==> config.mk <==
export PLATFORM = sky130hd
export DESIGN_NAME = zx_ps2_keyboard
export DESIGN_NICKNAME = d
export VERILOG_FILES = /design/src/rtl/zx_kbd_pkg.sv /design/src/rtl/ps2_rx.sv /design/src/rtl/zx_ps2_keyboard.sv
export SDC_FILE = /design/constraint.sdc
export NUM_CORES = 1
export LEC_CHECK = 0
export CORE_MARGIN = 2
export CORE_UTILIZATION = 35
export CTS_CLUSTER_SIZE = 14
export DETAILED_ROUTE_END_ITERATION = 16
export RECOVER_POWER = 25
export REMOVE_ABC_BUFFERS = 1
export SLEW_MARGIN = 5
export SYNTH_ARGS = -nofsm -noshare
export SYNTH_HDL_FRONTEND = slang
export SYNTH_SLANG_ARGS = --single-unit
==> constraint.sdc <==
create_clock -name CLK -period 3.87 [get_ports CLK]
set_input_delay 0.774 -clock CLK [delete_from_list [all_inputs] [get_ports CLK]]
set_output_delay 0.774 -clock CLK [all_outputs]
set_load 0.005 [all_outputs]
==> src/rtl/zx_kbd_pkg.sv <==
// ---------------------------------------------------------------------------
// zx_kbd_pkg
// Shared definitions for the PS/2 to ZX Spectrum keyboard front end:
//   - half-row and column enums of the 8x5 Spectrum key matrix
//   - decoder state encoding
//   - PS/2 set-2 scancode constants (prefixes, F1, F11)
//   - map_key(): {ext,code} -> {hit,row[2:0],col[2:0]}
//   - map_comp(): composite (Shift+digit) keys, only when ZX_KBD_EXTKEYS_EN
//     is defined
// Configuration macro: ZX_KBD_EXTKEYS_EN
// ---------------------------------------------------------------------------
package zx_kbd_pkg;

    // Half-row index r corresponds to select line A[8+r].
    typedef enum logic [2:0] {
        HR_CS_V  = 3'd0,
        HR_A_G   = 3'd1,
        HR_Q_T   = 3'd2,
        HR_1_5   = 3'd3,
        HR_0_6   = 3'd4,
        HR_P_Y   = 3'd5,
        HR_ENT_H = 3'd6,
        HR_SP_B  = 3'd7
    } half_row_e;

    typedef enum logic [2:0] {
        KCOL_0 = 3'd0,
        KCOL_1 = 3'd1,
        KCOL_2 = 3'd2,
        KCOL_3 = 3'd3,
        KCOL_4 = 3'd4
    } col_e;

    typedef enum logic [2:0] {
        ST_IDLE    = 3'd0,
        ST_EXT     = 3'd1,
        ST_REL     = 3'd2,
        ST_EXT_REL = 3'd3,
        ST_SKIP    = 3'd4
    } dec_state_e;

    localparam logic [7:0] SC_EXT   = 8'hE0;
    localparam logic [7:0] SC_REL   = 8'hF0;
    localparam logic [7:0] SC_PAUSE = 8'hE1;
    localparam logic [7:0] SC_F1    = 8'h05;
    localparam logic [7:0] SC_F11   = 8'h78;

    // Pause sends E1 followed by 7 more bytes that carry no key information.
    localparam logic [2:0] PAUSE_SKIP = 3'd7;

    function automatic logic [6:0] map_key(input logic ext, input logic [7:0] code);
        logic      hit;
        half_row_e r;
        col_e      c;
        hit = 1'b1;
        r   = HR_CS_V;
        c   = KCOL_0;
        if (ext) begin
            if (code == 8'h14) begin r = HR_SP_B; c = KCOL_1; end  // RCtrl -> SShift
            else hit = 1'b0;
        end else begin
            case (code)
                8'h12, 8'h59: begin r = HR_CS_V;  c = KCOL_0; end  // L/R Shift -> CShift
                8'h1A: begin r = HR_CS_V;  c = KCOL_1; end
                8'h22: begin r = HR_CS_V;  c = KCOL_2; end
                8'h21: begin r = HR_CS_V;  c = KCOL_3; end
                8'h2A: begin r = HR_CS_V;  c = KCOL_4; end
                8'h1C: begin r = HR_A_G;   c = KCOL_0; end
                8'h1B: begin r = HR_A_G;   c = KCOL_1; end
                8'h23: begin r = HR_A_G;   c = KCOL_2; end
                8'h2B: begin r = HR_A_G;   c = KCOL_3; end
                8'h34: begin r = HR_A_G;   c = KCOL_4; end
                8'h15: begin r = HR_Q_T;   c = KCOL_0; end
                8'h1D: begin r = HR_Q_T;   c = KCOL_1; end
                8'h24: begin r = HR_Q_T;   c = KCOL_2; end
                8'h2D: begin r = HR_Q_T;   c = KCOL_3; end
                8'h2C: begin r = HR_Q_T;   c = KCOL_4; end
                8'h16: begin r = HR_1_5;   c = KCOL_0; end
                8'h1E: begin r = HR_1_5;   c = KCOL_1; end
                8'h26: begin r = HR_1_5;   c = KCOL_2; end
                8'h25: begin r = HR_1_5;   c = KCOL_3; end
                8'h2E: begin r = HR_1_5;   c = KCOL_4; end
                8'h45: begin r = HR_0_6;   c = KCOL_0; end
                8'h46: begin r = HR_0_6;   c = KCOL_1; end
                8'h3E: begin r = HR_0_6;   c = KCOL_2; end
                8'h3D: begin r = HR_0_6;   c = KCOL_3; end
                8'h36: begin r = HR_0_6;   c = KCOL_4; end
                8'h4D: begin r = HR_P_Y;   c = KCOL_0; end
                8'h44: begin r = HR_P_Y;   c = KCOL_1; end
                8'h43: begin r = HR_P_Y;   c = KCOL_2; end
                8'h3C: begin r = HR_P_Y;   c = KCOL_3; end
                8'h35: begin r = HR_P_Y;   c = KCOL_4; end
                8'h5A: begin r = HR_ENT_H; c = KCOL_0; end
                8'h4B: begin r = HR_ENT_H; c = KCOL_1; end
                8'h42: begin r = HR_ENT_H; c = KCOL_2; end
                8'h3B: begin r = HR_ENT_H; c = KCOL_3; end
                8'h33: begin r = HR_ENT_H; c = KCOL_4; end
                8'h29: begin r = HR_SP_B;  c = KCOL_0; end
                8'h14: begin r = HR_SP_B;  c = KCOL_1; end  // LCtrl -> SShift
                8'h3A: begin r = HR_SP_B;  c = KCOL_2; end
                8'h31: begin r = HR_SP_B;  c = KCOL_3; end
                8'h32: begin r = HR_SP_B;  c = KCOL_4; end
                default: hit = 1'b0;
            endcase
        end
        return {hit, r, c};
    endfunction

`ifdef ZX_KBD_EXTKEYS_EN
    // Composite keys: returns {hit, idx[2:0]}; idx selects a bit of ext_caps.
    //   0 Backspace (CS+0), 1 Left (CS+5), 2 Down (CS+6), 3 Up (CS+7), 4 Right (CS+8)
    function automatic logic [3:0] map_comp(input logic ext, input logic [7:0] code);
        logic [3:0] res;
        res = 4'b0000;
        if (!ext && code == 8'h66) res = {1'b1, 3'd0};
        if (ext) begin
            case (code)
                8'h6B:   res = {1'b1, 3'd1};
                8'h72:   res = {1'b1, 3'd2};
                8'h75:   res = {1'b1, 3'd3};
                8'h74:   res = {1'b1, 3'd4};
                default: res = 4'b0000;
            endcase
        end
        return res;
    endfunction
`endif

endpackage

==> src/rtl/ps2_rx.sv <==
// ---------------------------------------------------------------------------
// ps2_rx
// PS/2 device-to-host receiver: 2-FF synchronisers on clock and data, an
// 11-bit frame shifter sampled on each PS/2 clock fall, start/stop/odd-parity
// check, and an idle timeout that realigns to a frame boundary.
// Ports:
//   clk_i         system clock
//   rst_ni        asynchronous active-low reset
//   ps2_clk_i     raw PS/2 clock (asynchronous)
//   ps2_dat_i     raw PS/2 data (asynchronous)
//   code_valid_o  1-cycle pulse when a good frame has been received
//   code_o        received data byte, valid with code_valid_o
// ---------------------------------------------------------------------------
module ps2_rx #(
    parameter int TIMEOUT_CYCLES = 14000
) (
    input  logic       clk_i,
    input  logic       rst_ni,
    input  logic       ps2_clk_i,
    input  logic       ps2_dat_i,
    output logic       code_valid_o,
    output logic [7:0] code_o
);
    localparam int IDLE_W = $clog2(TIMEOUT_CYCLES + 1);
    localparam logic [IDLE_W-1:0] IDLE_MAX = IDLE_W'(TIMEOUT_CYCLES);

    logic [1:0]        ck_sync_q;
    logic [1:0]        dt_sync_q;
    logic              ck_old_q;
    logic [9:0]        shift_q,      shift_d;
    logic [3:0]        bit_cnt_q,    bit_cnt_d;
    logic [IDLE_W-1:0] idle_q,       idle_d;
    logic              code_valid_q, code_valid_d;
    logic [7:0]        code_q,       code_d;

    logic        ck_s;
    logic        dt_s;
    logic        fall;
    logic [10:0] frame;
    logic        frame_ok;

    assign ck_s = ck_sync_q[1];
    assign dt_s = dt_sync_q[1];
    assign fall = ck_old_q & ~ck_s;

    // On the stop-bit fall, the first ten bits are in shift_q and the stop
    // bit is still on the synchronised data line.
    assign frame    = {dt_s, shift_q};
    assign frame_ok = ~frame[0] & frame[10] & (^frame[9:1]);

    always_comb begin
        shift_d      = shift_q;
        bit_cnt_d    = bit_cnt_q;
        idle_d       = idle_q;
        code_valid_d = 1'b0;
        code_d       = code_q;
        if (fall) begin
            idle_d  = '0;
            shift_d = {dt_s, shift_q[9:1]};
            if (bit_cnt_q == 4'd10) begin
                bit_cnt_d    = 4'd0;
                code_valid_d = frame_ok;
                code_d       = frame[8:1];
            end else begin
                bit_cnt_d = bit_cnt_q + 4'd1;
            end
        end else if (idle_q != IDLE_MAX) begin
            idle_d = idle_q + 1'b1;
        end else begin
            // Line quiet too long: abandon any partial frame.
            bit_cnt_d = 4'd0;
        end
    end

    always_ff @(posedge clk_i or negedge rst_ni) begin
        if (!rst_ni) begin
            ck_sync_q    <= 2'b11;
            dt_sync_q    <= 2'b11;
            ck_old_q     <= 1'b1;
            shift_q      <= '0;
            bit_cnt_q    <= 4'd0;
            idle_q       <= '0;
            code_valid_q <= 1'b0;
            code_q       <= 8'h00;
        end else begin
            ck_sync_q    <= {ck_sync_q[0], ps2_clk_i};
            dt_sync_q    <= {dt_sync_q[0], ps2_dat_i};
            ck_old_q     <= ck_s;
            shift_q      <= shift_d;
            bit_cnt_q    <= bit_cnt_d;
            idle_q       <= idle_d;
            code_valid_q <= code_valid_d;
            code_q       <= code_d;
        end
    end

    assign code_valid_o = code_valid_q;
    assign code_o       = code_q;

endmodule

==> src/rtl/zx_ps2_keyboard.sv <==
// ---------------------------------------------------------------------------
// zx_ps2_keyboard
// PS/2 keyboard front end for a ZX Spectrum ULA. Received set-2 scancodes
// are decoded (E0/F0 prefixes, E1 Pause skipping) into the 8x5 key matrix;
// port #FE reads are answered combinationally from the half-row selects.
// Configuration macro: ZX_KBD_EXTKEYS_EN (arrows/Backspace as Shift+digit).
// Ports:
//   CLK      system clock (ULA clock)
//   nRESET   asynchronous active-low reset
//   PS2_CLK  PS/2 clock line
//   PS2_DAT  PS/2 data line
//   A        CPU address; A[15:8] are active-low half-row selects
//   KEYB     matrix column read, active-low
//   F11      high while F11 is held
//   F1       high while F1 is held
// ---------------------------------------------------------------------------
module zx_ps2_keyboard
    import zx_kbd_pkg::*;
#(
    parameter int TIMEOUT_CYCLES = 14000
) (
    input  logic        CLK,
    input  logic        nRESET,
    input  logic        PS2_CLK,
    input  logic        PS2_DAT,
    input  logic [15:0] A,
    output logic [4:0]  KEYB,
    output logic        F11,
    output logic        F1
);
    logic       code_valid;
    logic [7:0] code;

    ps2_rx #(
        .TIMEOUT_CYCLES(TIMEOUT_CYCLES)
    ) u_rx (
        .clk_i       (CLK),
        .rst_ni      (nRESET),
        .ps2_clk_i   (PS2_CLK),
        .ps2_dat_i   (PS2_DAT),
        .code_valid_o(code_valid),
        .code_o      (code)
    );

    dec_state_e      state_q,  state_d;
    logic [2:0]      skip_q,   skip_d;
    logic [7:0][4:0] matrix_q, matrix_d;
    logic            f1_q,     f1_d;
    logic            f11_q,    f11_d;
    logic [7:0][4:0] eff;
    logic [4:0]      col_hit;
    logic            ext_flag;
    logic            rel_flag;
    logic [6:0]      key_lu;
    logic            unused_addr_lo;

`ifdef ZX_KBD_EXTKEYS_EN
    logic [4:0] ext_caps_q, ext_caps_d;
    logic [3:0] comp_lu;
    assign comp_lu = map_comp(ext_flag, code);
`endif

    assign ext_flag = (state_q == ST_EXT) || (state_q == ST_EXT_REL);
    assign rel_flag = (state_q == ST_REL) || (state_q == ST_EXT_REL);
    assign key_lu   = map_key(ext_flag, code);

    // Decoder: prefixes accumulate in the state, the first non-prefix byte
    // applies the key event and returns to IDLE.
    always_comb begin
        state_d  = state_q;
        skip_d   = skip_q;
        matrix_d = matrix_q;
        f1_d     = f1_q;
        f11_d    = f11_q;
`ifdef ZX_KBD_EXTKEYS_EN
        ext_caps_d = ext_caps_q;
`endif
        if (code_valid) begin
            if (state_q == ST_SKIP) begin
                skip_d = skip_q - 3'd1;
                if (skip_q == 3'd1) state_d = ST_IDLE;
            end else if (code == SC_PAUSE) begin
                skip_d  = PAUSE_SKIP;
                state_d = ST_SKIP;
            end else if (code == SC_EXT) begin
                // F0 E0 is accepted as an alias of E0 F0.
                state_d = rel_flag ? ST_EXT_REL : ST_EXT;
            end else if (code == SC_REL) begin
                state_d = ext_flag ? ST_EXT_REL : ST_REL;
            end else begin
                state_d = ST_IDLE;
                if (key_lu[6]) matrix_d[key_lu[5:3]][key_lu[2:0]] = ~rel_flag;
                if (!ext_flag && code == SC_F1)  f1_d  = ~rel_flag;
                if (!ext_flag && code == SC_F11) f11_d = ~rel_flag;
`ifdef ZX_KBD_EXTKEYS_EN
                if (comp_lu[3]) ext_caps_d[comp_lu[2:0]] = ~rel_flag;
`endif
            end
        end
    end

    always_ff @(posedge CLK or negedge nRESET) begin
        if (!nRESET) begin
            state_q  <= ST_IDLE;
            skip_q   <= 3'd0;
            matrix_q <= '0;
            f1_q     <= 1'b0;
            f11_q    <= 1'b0;
        end else begin
            state_q  <= state_d;
            skip_q   <= skip_d;
            matrix_q <= matrix_d;
            f1_q     <= f1_d;
            f11_q    <= f11_d;
        end
    end

`ifdef ZX_KBD_EXTKEYS_EN
    always_ff @(posedge CLK or negedge nRESET) begin
        if (!nRESET) ext_caps_q <= '0;
        else         ext_caps_q <= ext_caps_d;
    end
`endif

    // Composite keys are ORed on top of the physical matrix so that their
    // release never clears a physically held CShift or digit.
    always_comb begin
        eff = matrix_q;
`ifdef ZX_KBD_EXTKEYS_EN
        eff[HR_CS_V][KCOL_0] = matrix_q[HR_CS_V][KCOL_0] | (|ext_caps_q);
        eff[HR_0_6][KCOL_0]  = matrix_q[HR_0_6][KCOL_0]  | ext_caps_q[0];
        eff[HR_1_5][KCOL_4]  = matrix_q[HR_1_5][KCOL_4]  | ext_caps_q[1];
        eff[HR_0_6][KCOL_4]  = matrix_q[HR_0_6][KCOL_4]  | ext_caps_q[2];
        eff[HR_0_6][KCOL_3]  = matrix_q[HR_0_6][KCOL_3]  | ext_caps_q[3];
        eff[HR_0_6][KCOL_2]  = matrix_q[HR_0_6][KCOL_2]  | ext_caps_q[4];
`endif
    end

    // Every selected half-row pulls its pressed columns low (wired-AND).
    always_comb begin
        col_hit = '0;
        for (int r = 0; r < 8; r++) begin
            for (int c = 0; c < 5; c++) begin
                col_hit[c] = col_hit[c] | (eff[r][c] & ~A[8+r]);
            end
        end
    end

    assign KEYB           = ~col_hit;
    assign F1             = f1_q;
    assign F11            = f11_q;
    assign unused_addr_lo = ^A[7:0];

endmodule
==> results of run 1 <==
==> power groups by stage <==
stage | Clock, W | Combinational, W | Sequential, W
2_1_floorplan | 0 | 0.000147 | 0.00106
3_3_place_gp | 0 | 0.000214 | 0.00108
3_5_place_dp | 0 | 0.000220 | 0.00108
4_1_cts | 0.00103 | 0.000221 | 0.00106
5_1_grt | 0.00106 | 0.000247 | 0.00107
6_report | 0.00100 | 0.000217 | 0.00106
==> routing by layer <==
layer / global-route usage / wire length (um) / part of all wire / vias up
li1: - / - / - / 2089
met1: 0.2125 / 5848 / 0.47 / 2087
met2: 0.2457 / 5696 / 0.46 / 92
met3: 0.02848 / 499 / 0.040 / 25
met4: 0.06464 / 289 / 0.023 / 0
met5: 0 / 0 / 0 / -
==> sequential cells by signal, indices dropped and copies added, names as in the netlist <==
name,flops
state_q,3
F1,1
u_rx.ck_old_q,1
u_rx.bit_cnt_q,4
u_rx.shift_q,10
F11,1
u_rx.code_valid_o,1
u_rx.idle_q,14
skip_q,3
u_rx.code_o,8
u_rx.ck_sync_q,2
eff,40
u_rx.dt_sync_q,2
==> stage by stage <==
stage | hold slack, ns | total power (W) | cell area [um2] | setup WS [ns] | cells
2_1_floorplan | 0.3452 | 0.001210 | 5167 | 0.5470 | 540
3_3_place_gp | 0.3472 | 0.001290 | 5715 | 0.4094 | 764
3_5_place_dp | 0.3493 | 0.001299 | 5715 | 0.3769 | 764
4_1_cts | 0.3553 | 0.002310 | 6058 | 0.3577 | 780
5_1_grt | 0.3600 | 0.002380 | 6055 | 0.1208 | 780
6_report | 0.3545 | 0.002278 | 6055 | 0.2591 | 780
==> layout make-up <==
class / count / area share
clock buffers: 10 / 0.03782
clock inverters: 6 / 0.01881
inverters: 52 / 0.03224
multi-input cells: 398 / 0.4482
flip-flops and latches: 90 / 0.3730
well taps: 188 / 0.03885
repair buffers: 36 / 0.05104
==> synthesized netlist by cell type, types with 3 or more instances <==
| master | instances |
|---|---|
| nand3b_1 | 8 |
| buf_2 | 8 |
| a21oi_1 | 38 |
| o22ai_1 | 25 |
| and2_1 | 3 |
| nor3_1 | 9 |
| nand2b_1 | 10 |
| xnor2_1 | 9 |
| nor4b_1 | 3 |
| buf_1 | 5 |
| a31o_2 | 25 |
| and3_1 | 8 |
| a32oi_1 | 3 |
| ha_1 | 6 |
| buf_6 | 3 |
| nand3_1 | 12 |
| dfstp_2 | 5 |
| nor2_1 | 29 |
| nand2_1 | 55 |
| inv_1 | 52 |
| nand4_1 | 8 |
| nor4bb_1 | 3 |
| or3_1 | 6 |
| xor2_1 | 10 |
| o31ai_1 | 3 |
| dfrtp_1 | 85 |
| nor2b_1 | 8 |
| clkbuf_1 | 23 |
| a31oi_1 | 3 |
| o21ai_0 | 19 |
| nor3b_1 | 11 |
| nor4_1 | 9 |
| mux2_2 | 19 |
==> cells by family (layout without fill, tap and decap cells) <==
group	after synthesis	after routing	synth area share
flip-flops	90	90	0.4224
buffers and inverters	91	104	0.06997
AO/OA/AOI/OAI	142	142	0.1816
multiplexers	23	23	0.04891
adder cells (fa/ha/maj)	6	6	0.01404
XOR/XNOR	19	19	0.03113
AND/OR/NAND/NOR	208	208	0.2319
==> worst paths after layout <==
check,to,slack (ns),cells past startpoint
hold / removal,u_rx.dt_sync_q[1]$_DFF_PN1_,0.35,0
max in group asynchronous,u_rx.shift_q[6]$_DFFE_PN0P_,0.82,1
setup / recovery,eff[28]$_DFFE_PN0P_,0.26,7
hold reg to reg,u_rx.dt_sync_q[1]$_DFF_PN1_,0.35,0
setup reg to reg,eff[28]$_DFFE_PN0P_,0.26,7
min in group asynchronous,eff[12]$_DFFE_PN0P_,1.38,1
==> qor.yml, run 1 <==
core_area_mm2: 0.01509
fin_skew_ns: 0.007204
min_path_type: "reg2reg"
crit_path_top_delay_cell: "dfrtp_1"
grt_use_total: 0.1562
multi_input_area_mm2: 0.002714
final_core_util: 0.4012
hpwl_um: 8528
rows: 45
maxSlewHeadroom: -0.9611
synth.yosys.warnings: 0
regToRegStartpoint: "u_rx.code_o[0]$_DFFE_PN0P_"
leakage_nw: 2.518
n_fill_cell: 1464
setup.worst_path.start: "u_rx.code_o[0]$_DFFE_PN0P_"
ys_types: 72
seq_power_share: 0.466
crit_required_ns: 4.11
drive_gt1_frac: 0.1757
sequential_cell_area_mm2: 0.002258
first_pass_iters: 5
vdd_drop_max_uv: 246.0
yosysTopAreaCell: "dfrtp_1"
clock_path_buffers: 2
yosys_most_used_dff: "dfrtp_1"
intPower_w: 0.001727
cts_tree: "built"
crit_buf_inv: 0
vias_per_cell: 5.504
max_cap_violations: 1
yosys-top-cells-area: "dfrtp_1 (40%), a31o_2 (4.1%), mux2_2 (4.0%)"
pwr-share-clk: 0.439
path_clk_slew_ns: 0.07
grt_pass1_wl_um: 20470
wire_per_inst_um: 15.81
fmax_mhz: 276.9
io-pin-count: 27
die_w_um: 127.6
path_delay_family: "simple AND/OR/NAND/NOR gates"
fp.dieH_um: 127.6
min_from: "u_rx.dt_sync_q[0]$_DFF_PN1_"
grt_pass1_vias: 4110
crit_type: "reg2reg"
antenna_found_initial: 0
crit_fanout: 28
initial_utilization: 0.3543
p_per_area_mw_per_mm2: 376.3
switchingPower_w: 0.0005511
grt_max_degree: 57
period_needed_ns: 3.611
cp-start-kind: "register"
ctsHoldBuffers: 0
cts.sinks: 90
finalMaxSlewViolations: 57
cts_buffers: 9
hold_viol: 0
gr-total-overflow: 0
netlist_area_mm2: 0.005346
routed_wl_um: 12330
synthArstFlopShare: 1.000
ys_ff_latch: 90
port_buffers: 18
htreeDepth: 3
seq_area_frac_synth: 0.4224
drt_iter0_markers: 300
cts_resized: 0
netlist_instances: 579
antennaDiodeCount: 0
post_cts_buffers: 0
area_growth_syn_to_layout_pct: 13.25
critPathMaxStageDelay_ns: 0.87
synth_edf_count: 0
drtAntennaViolNets: 0
status: "finished, violations left"
mostFrequentLayoutCell: "dfrtp_1"
drc: 0
gp_congestion: 0.8859
vias: 4293
rsz0062_at_grt: "no"
comb_power_share: 0.095
arrival_ns: 3.85
violations: "capacitance limit, slew limit"
fin_setup_tns_ns: 0
setup_viol: 0
mostFrequentLayoutCells: "dfrtp_1 (85), nand2_1 (55), inv_1 (52), a21oi_1 (38), nor2_1 (29)"
p_sw_frac: 0.2419
crit_chain: "nor4bb_1 > nand3b_1 > a211oi_2 > nor4b_4 > or3_4 > or4_4 > mux2_4"
synth_top_area_share: 0.3978
worstMarginPinSlew_ns: 2.942
final_nets: 613
finalCritPeriodShare: 0.9331
insertion_delay_ns: 0.35
critPathCaptureType: "register"
root_buffer: "clkbuf_16"
avgSynthCellArea_um2: 9.234
die_area_mm2: 0.01628
Note: power is estimated with default switching activity, not from simulation.
==> run 2, diff against run 1 <==
--- a/config.mk
+++ b/config.mk
@@ -9,6 +9,7 @@
 export CORE_UTILIZATION = 35
 export CTS_CLUSTER_SIZE = 14
 export DETAILED_ROUTE_END_ITERATION = 16
+export MAX_ROUTING_LAYER = met4
 export RECOVER_POWER = 25
 export REMOVE_ABC_BUFFERS = 1
 export SLEW_MARGIN = 5
==> qor.yml, run 2 (synthesis gave the netlist of run 1 again) <==
hold_viol: 0
antenna_found_initial: 0
hpwl_um: 8650
die_area_mm2: 0.01628
grt_use_total: 0.1635
critPathCaptureType: "register"
n_fill_cell: 1505
mostFrequentLayoutCell: "dfrtp_1"
critPathCapture: "eff[28]$_DFFE_PN0P_"
path_clk_slew_ns: 0.06
drtAntennaViolNets: 0
wire_per_inst_um: 15.72
vdd_drop_max_uv: 313.1
violations: "capacitance limit, slew limit"
largest_reg_flops: 40
insertion_delay_ns: 0.35
grt_pass1_vias: 4277
clock_path_buffers: 2
antennaDiodeCount: 0
fp.dieH_um: 127.6
grt_pass1_wl_um: 20770
finalCritPeriodShare: 0.8896
cts_resized: 0
max_cap_violations: 1
area_growth_syn_to_layout_pct: 12.12
rrSetupSlack_ns: 0.43
status: "finished, violations left"
worstMarginPinSlew_ns: 2.916
root_buffer: "clkbuf_16"
fmax_mhz: 290.5
cp-start-kind: "register"
grt_max_degree: 56
vias_per_cell: 5.565
rows: 45
first_pass_iters: 5
vias: 4352
final_nets: 615
period_needed_ns: 3.443
worst-r2r-cell-count: 7
setup.worst_path.start: "u_rx.code_o[6]$_DFFE_PN0P_"
io-pin-count: 27
drive_gt1_frac: 0.1751
arrival_ns: 3.68
r2r-end: "eff[28]$_DFFE_PN0P_"
setup_viol: 0
post_cts_buffers: 0
cts.sinks: 90
htreeDepth: 3
leakage_nw: 2.499
instances_no_fill: 782
mostFrequentLayoutCells: "dfrtp_1 (85), nand2_1 (55), inv_1 (52), a21oi_1 (38), nor2_1 (29)"
routed_wl_um: 12300
gr-total-overflow: 0
cts_tree: "built"
maxSlewHeadroom: -0.9441
regToRegStartpoint: "u_rx.code_o[6]$_DFFE_PN0P_"
drc: 0
crit_fanout: 19
cts_buffers: 9
rsz0062_at_grt: "no"
drt_iter0_markers: 301
placed_cells: 766
final_core_util: 0.3973
fin_setup_tns_ns: 0
ctsHoldBuffers: 0
crit_required_ns: 4.10
crit_type: "reg2reg"
gp_congestion: 0.8852
finalMaxSlewViolations: 56
core_area_mm2: 0.01509
port_buffers: 18
die_w_um: 127.6
p_per_area_mw_per_mm2: 347.1
initial_utilization: 0.3543
min_path_type: "reg2reg"
fin_skew_ns: 0.007283
-- run 2: changes by cell type in the layout (fill, tap and decap cells not counted), sizes merged --
cell and change:
inv -1, clkinv +2, buf +2, bufinv -3, clkinvlp -1, clkbuf +3
-- run 2: worst min path at each step --
stage | from | endpoint | slack, ns | depth (start not counted)
final | u_rx.dt_sync_q[0]$_DFF_PN1_ | u_rx.dt_sync_q[1]$_DFF_PN1_ | 0.35 | 0
after global routing | u_rx.dt_sync_q[0]$_DFF_PN1_ | u_rx.dt_sync_q[1]$_DFF_PN1_ | 0.36 | 0
after CTS | u_rx.dt_sync_q[0]$_DFF_PN1_ | u_rx.dt_sync_q[1]$_DFF_PN1_ | 0.36 | 0
after detailed placement | u_rx.dt_sync_q[0]$_DFF_PN1_ | u_rx.dt_sync_q[1]$_DFF_PN1_ | 0.35 | 0
after global placement | u_rx.dt_sync_q[0]$_DFF_PN1_ | u_rx.dt_sync_q[1]$_DFF_PN1_ | 0.35 | 0
after floorplan | u_rx.ck_sync_q[0]$_DFF_PN1_ | u_rx.ck_sync_q[1]$_DFF_PN1_ | 0.35 | 0
-- run 2: routing by layer --
metal	track usage	share of wire
met1	0.2054	0.47
met2	0.2636	0.48
met3	0.03601	0.041
met4	0.05236	0.015
met5	-	0
-- run 2: cell type report --
| cell class | count | area (um2) | share of cell area |
|---|---|---|---|
| clock buffer | 13 | 250.2 | 0.04174 |
| multi-input combinational | 398 | 2714 | 0.4527 |
| sequential | 90 | 2258 | 0.3767 |
| timing repair buffer | 38 | 324.1 | 0.05406 |
| clock inverter | 3 | 17.52 | 0.002922 |
| inverter | 52 | 195.2 | 0.03256 |
| tap | 188 | 235.2 | 0.03924 |
-- run 2: worst max-delay path, stage by stage (launching register included) --
cell and delay, ns:
dfrtp_1 0.58, nor4b_2 0.55, nor4b_2 0.60, a311o_1 0.35
nor4b_4 0.14, or3_4 0.37, or4_4 0.43, mux2_4 0.30
-- run 2: stage by stage --
stage	area (um2)	hold WS (ns)	power, W	setup WS, ns
after floorplan	5167	0.3452	0.001210	0.5470
after global placement	5731	0.3470	0.001291	0.5044
final	5995	0.3541	0.002081	0.4272
after global routing	5995	0.3645	0.002179	0.2403
after detailed placement	5731	0.3473	0.001298	0.4832
after CTS	5998	0.3556	0.002108	0.4654
-- run 2: power by group --
group          switching, W  internal, W  total (W)
sequential        0.0000668     0.000994    0.00106
combinational      0.000118     0.000101   0.000219
clock              0.000350     0.000451   0.000801
==> run 3, diff against run 2 <==
--- a/config.mk
+++ b/config.mk
@@ -7,6 +7,7 @@
 export LEC_CHECK = 0
 export CORE_MARGIN = 2
 export CORE_UTILIZATION = 35
+export CTS_CLUSTER_DIAMETER = 40
 export CTS_CLUSTER_SIZE = 14
 export DETAILED_ROUTE_END_ITERATION = 16
 export MAX_ROUTING_LAYER = met4
==> constraint.sdc (replaced) <==
create_clock -name CLK -period 3.5 [get_ports CLK]
set_input_delay 0.7 -clock CLK [delete_from_list [all_inputs] [get_ports CLK]]
set_output_delay 0.7 -clock CLK [all_outputs]
set_load 0.005 [all_outputs]
==> qor.yml, run 3 (synthesis gave the netlist of run 1 again) <==
area_growth_syn_to_layout_pct: 14.95
cts_buffers: 9
finalCritPeriodShare: 0.9398
fin_skew_ns: 0.01012
die_area_mm2: 0.01628
critPathCaptureType: "register"
hold_viol: 0
insertion_delay_ns: 0.34
vias: 4439
clock_path_buffers: 2
final_core_util: 0.4073
grt_max_degree: 53
finalMaxSlewViolations: 0
vdd_drop_max_uv: 298.5
cts.sinks: 90
final_nets: 628
initial_utilization: 0.3543
post_cts_buffers: 0
worstMarginPinSlew_ns: 1.287
fp.dieH_um: 127.6
drive_gt1_frac: 0.1977
path_clk_slew_ns: 0.06
io-pin-count: 27
maxSlewHeadroom: 0.1422
cts_resized: 0
grt_use_total: 0.1709
htreeDepth: 3
crit_type: "reg2reg"
placed_cell_area_mm2: 0.005828
die_w_um: 127.6
leakage_nw: 2.595
status: "complete, no violations"
cts_tree: "built"
grt_pass1_vias: 4324
first_pass_iters: 5
hpwl_um: 9136
stdcell_area_mm2: 0.006146
whs_ns: 0.3551
rsz0062_at_grt: "no"
gr-total-overflow: 0
mostFrequentLayoutCell: "dfrtp_1"
ctsHoldBuffers: 0
core_area_mm2: 0.01509
rrSetupSlack_ns: 0.21
p_total_w: 0.002453
period_needed_ns: 3.289
cp-start-kind: "register"
drt_iter0_markers: 336
max_cap_violations: 0
min_path_type: "reg2reg"
wire_per_inst_um: 16.12
crit_fanout: 19
antennaDiodeCount: 0
fmax_mhz: 304.0
gp_congestion: 0.9104
n_fill_cell: 1479
drc: 0
mostFrequentLayoutCells: "dfrtp_1 (85), nand2_1 (55), inv_1 (52), a21oi_1 (38), buf_4 (33)"
largest_reg_flops: 40
antenna_found_initial: 0
fin_setup_tns_ns: 0
vias_per_cell: 5.584
root_buffer: "clkbuf_16"
rows: 45
drtAntennaViolNets: 0
grt_pass1_wl_um: 21740
routed_wl_um: 12810
crit_required_ns: 3.73
setup_viol: 0
arrival_ns: 3.52
port_buffers: 18
p_per_area_mw_per_mm2: 399.2
[run 3: changes by cell type in the layout (fill, tap and decap cells not counted), sizes merged]
cell / before / now
buf: 20 / 33
bufinv: 0 / 2
clkinv: 2 / 4
clkbuf: 14 / 11
clkinvlp: 1 / 0
[run 3: layout make-up]
| class | count | area (um2) | area share |
|---|---|---|---|
| tap | 188 | 235.2 | 0.03827 |
| clock buffer | 10 | 229.0 | 0.03726 |
| clock inverter | 6 | 91.34 | 0.01486 |
| timing repair buffer | 51 | 422.9 | 0.06881 |
| inverter | 52 | 195.2 | 0.03176 |
| multi-input combinational | 398 | 2714 | 0.4416 |
| sequential | 90 | 2258 | 0.3675 |
[run 3: per-layer routing]
metal | wire length [um] | GRT usage | part of all wire
met2 | 6055 | 0.2567 | 0.47
met5 | 0 | - | 0
met1 | 5800 | 0.2285 | 0.45
met4 | 241 | 0.06076 | 0.019
met3 | 715 | 0.03727 | 0.056
[run 3: through the flow]
| step | instances | worst slack [ns] |
|---|---|---|
| 3_5_place_dp | 779 | 0.2406 |
| 2_1_floorplan | 540 | 0.1770 |
| 4_1_cts | 795 | 0.2381 |
| 3_3_place_gp | 779 | 0.2791 |
| 6_report | 795 | 0.2107 |
| 5_1_grt | 795 | 0.09789 |
[run 3: path summary, 6_finish.rpt]
kind	start	end	cells after the start
setup / recovery	u_rx.code_o[3]$_DFFE_PN0P_	eff[28]$_DFFE_PN0P_	7
max in group asynchronous	nRESET	u_rx.dt_sync_q[1]$_DFF_PN1_	2
min in group asynchronous	nRESET	eff[7]$_DFFE_PN0P_	1
setup reg to reg	u_rx.code_o[3]$_DFFE_PN0P_	eff[28]$_DFFE_PN0P_	7
hold reg to reg	u_rx.dt_sync_q[0]$_DFF_PN1_	u_rx.dt_sync_q[1]$_DFF_PN1_	0
hold / removal	u_rx.dt_sync_q[0]$_DFF_PN1_	u_rx.dt_sync_q[1]$_DFF_PN1_	0
[run 3: critical path, stage by stage, from the launching register on]
cell      delay (ns)
dfrtp_1         0.71
nand2b_1        0.28
nor4b_2         0.09
a311o_1         0.38
or4_4           0.56
or3_4           0.43
or4_4           0.43
mux2_4          0.30
[run 3: power by group]
| part | switching [W] | internal, W | total, W |
|---|---|---|---|
| Combinational | 0.000137 | 0.000117 | 0.000254 |
| Clock | 0.000401 | 0.000628 | 0.00103 |
| Sequential | 0.0000715 | 0.00110 | 0.00117 |
| Total | 0.000610 | 0.00184 | 0.00245 |
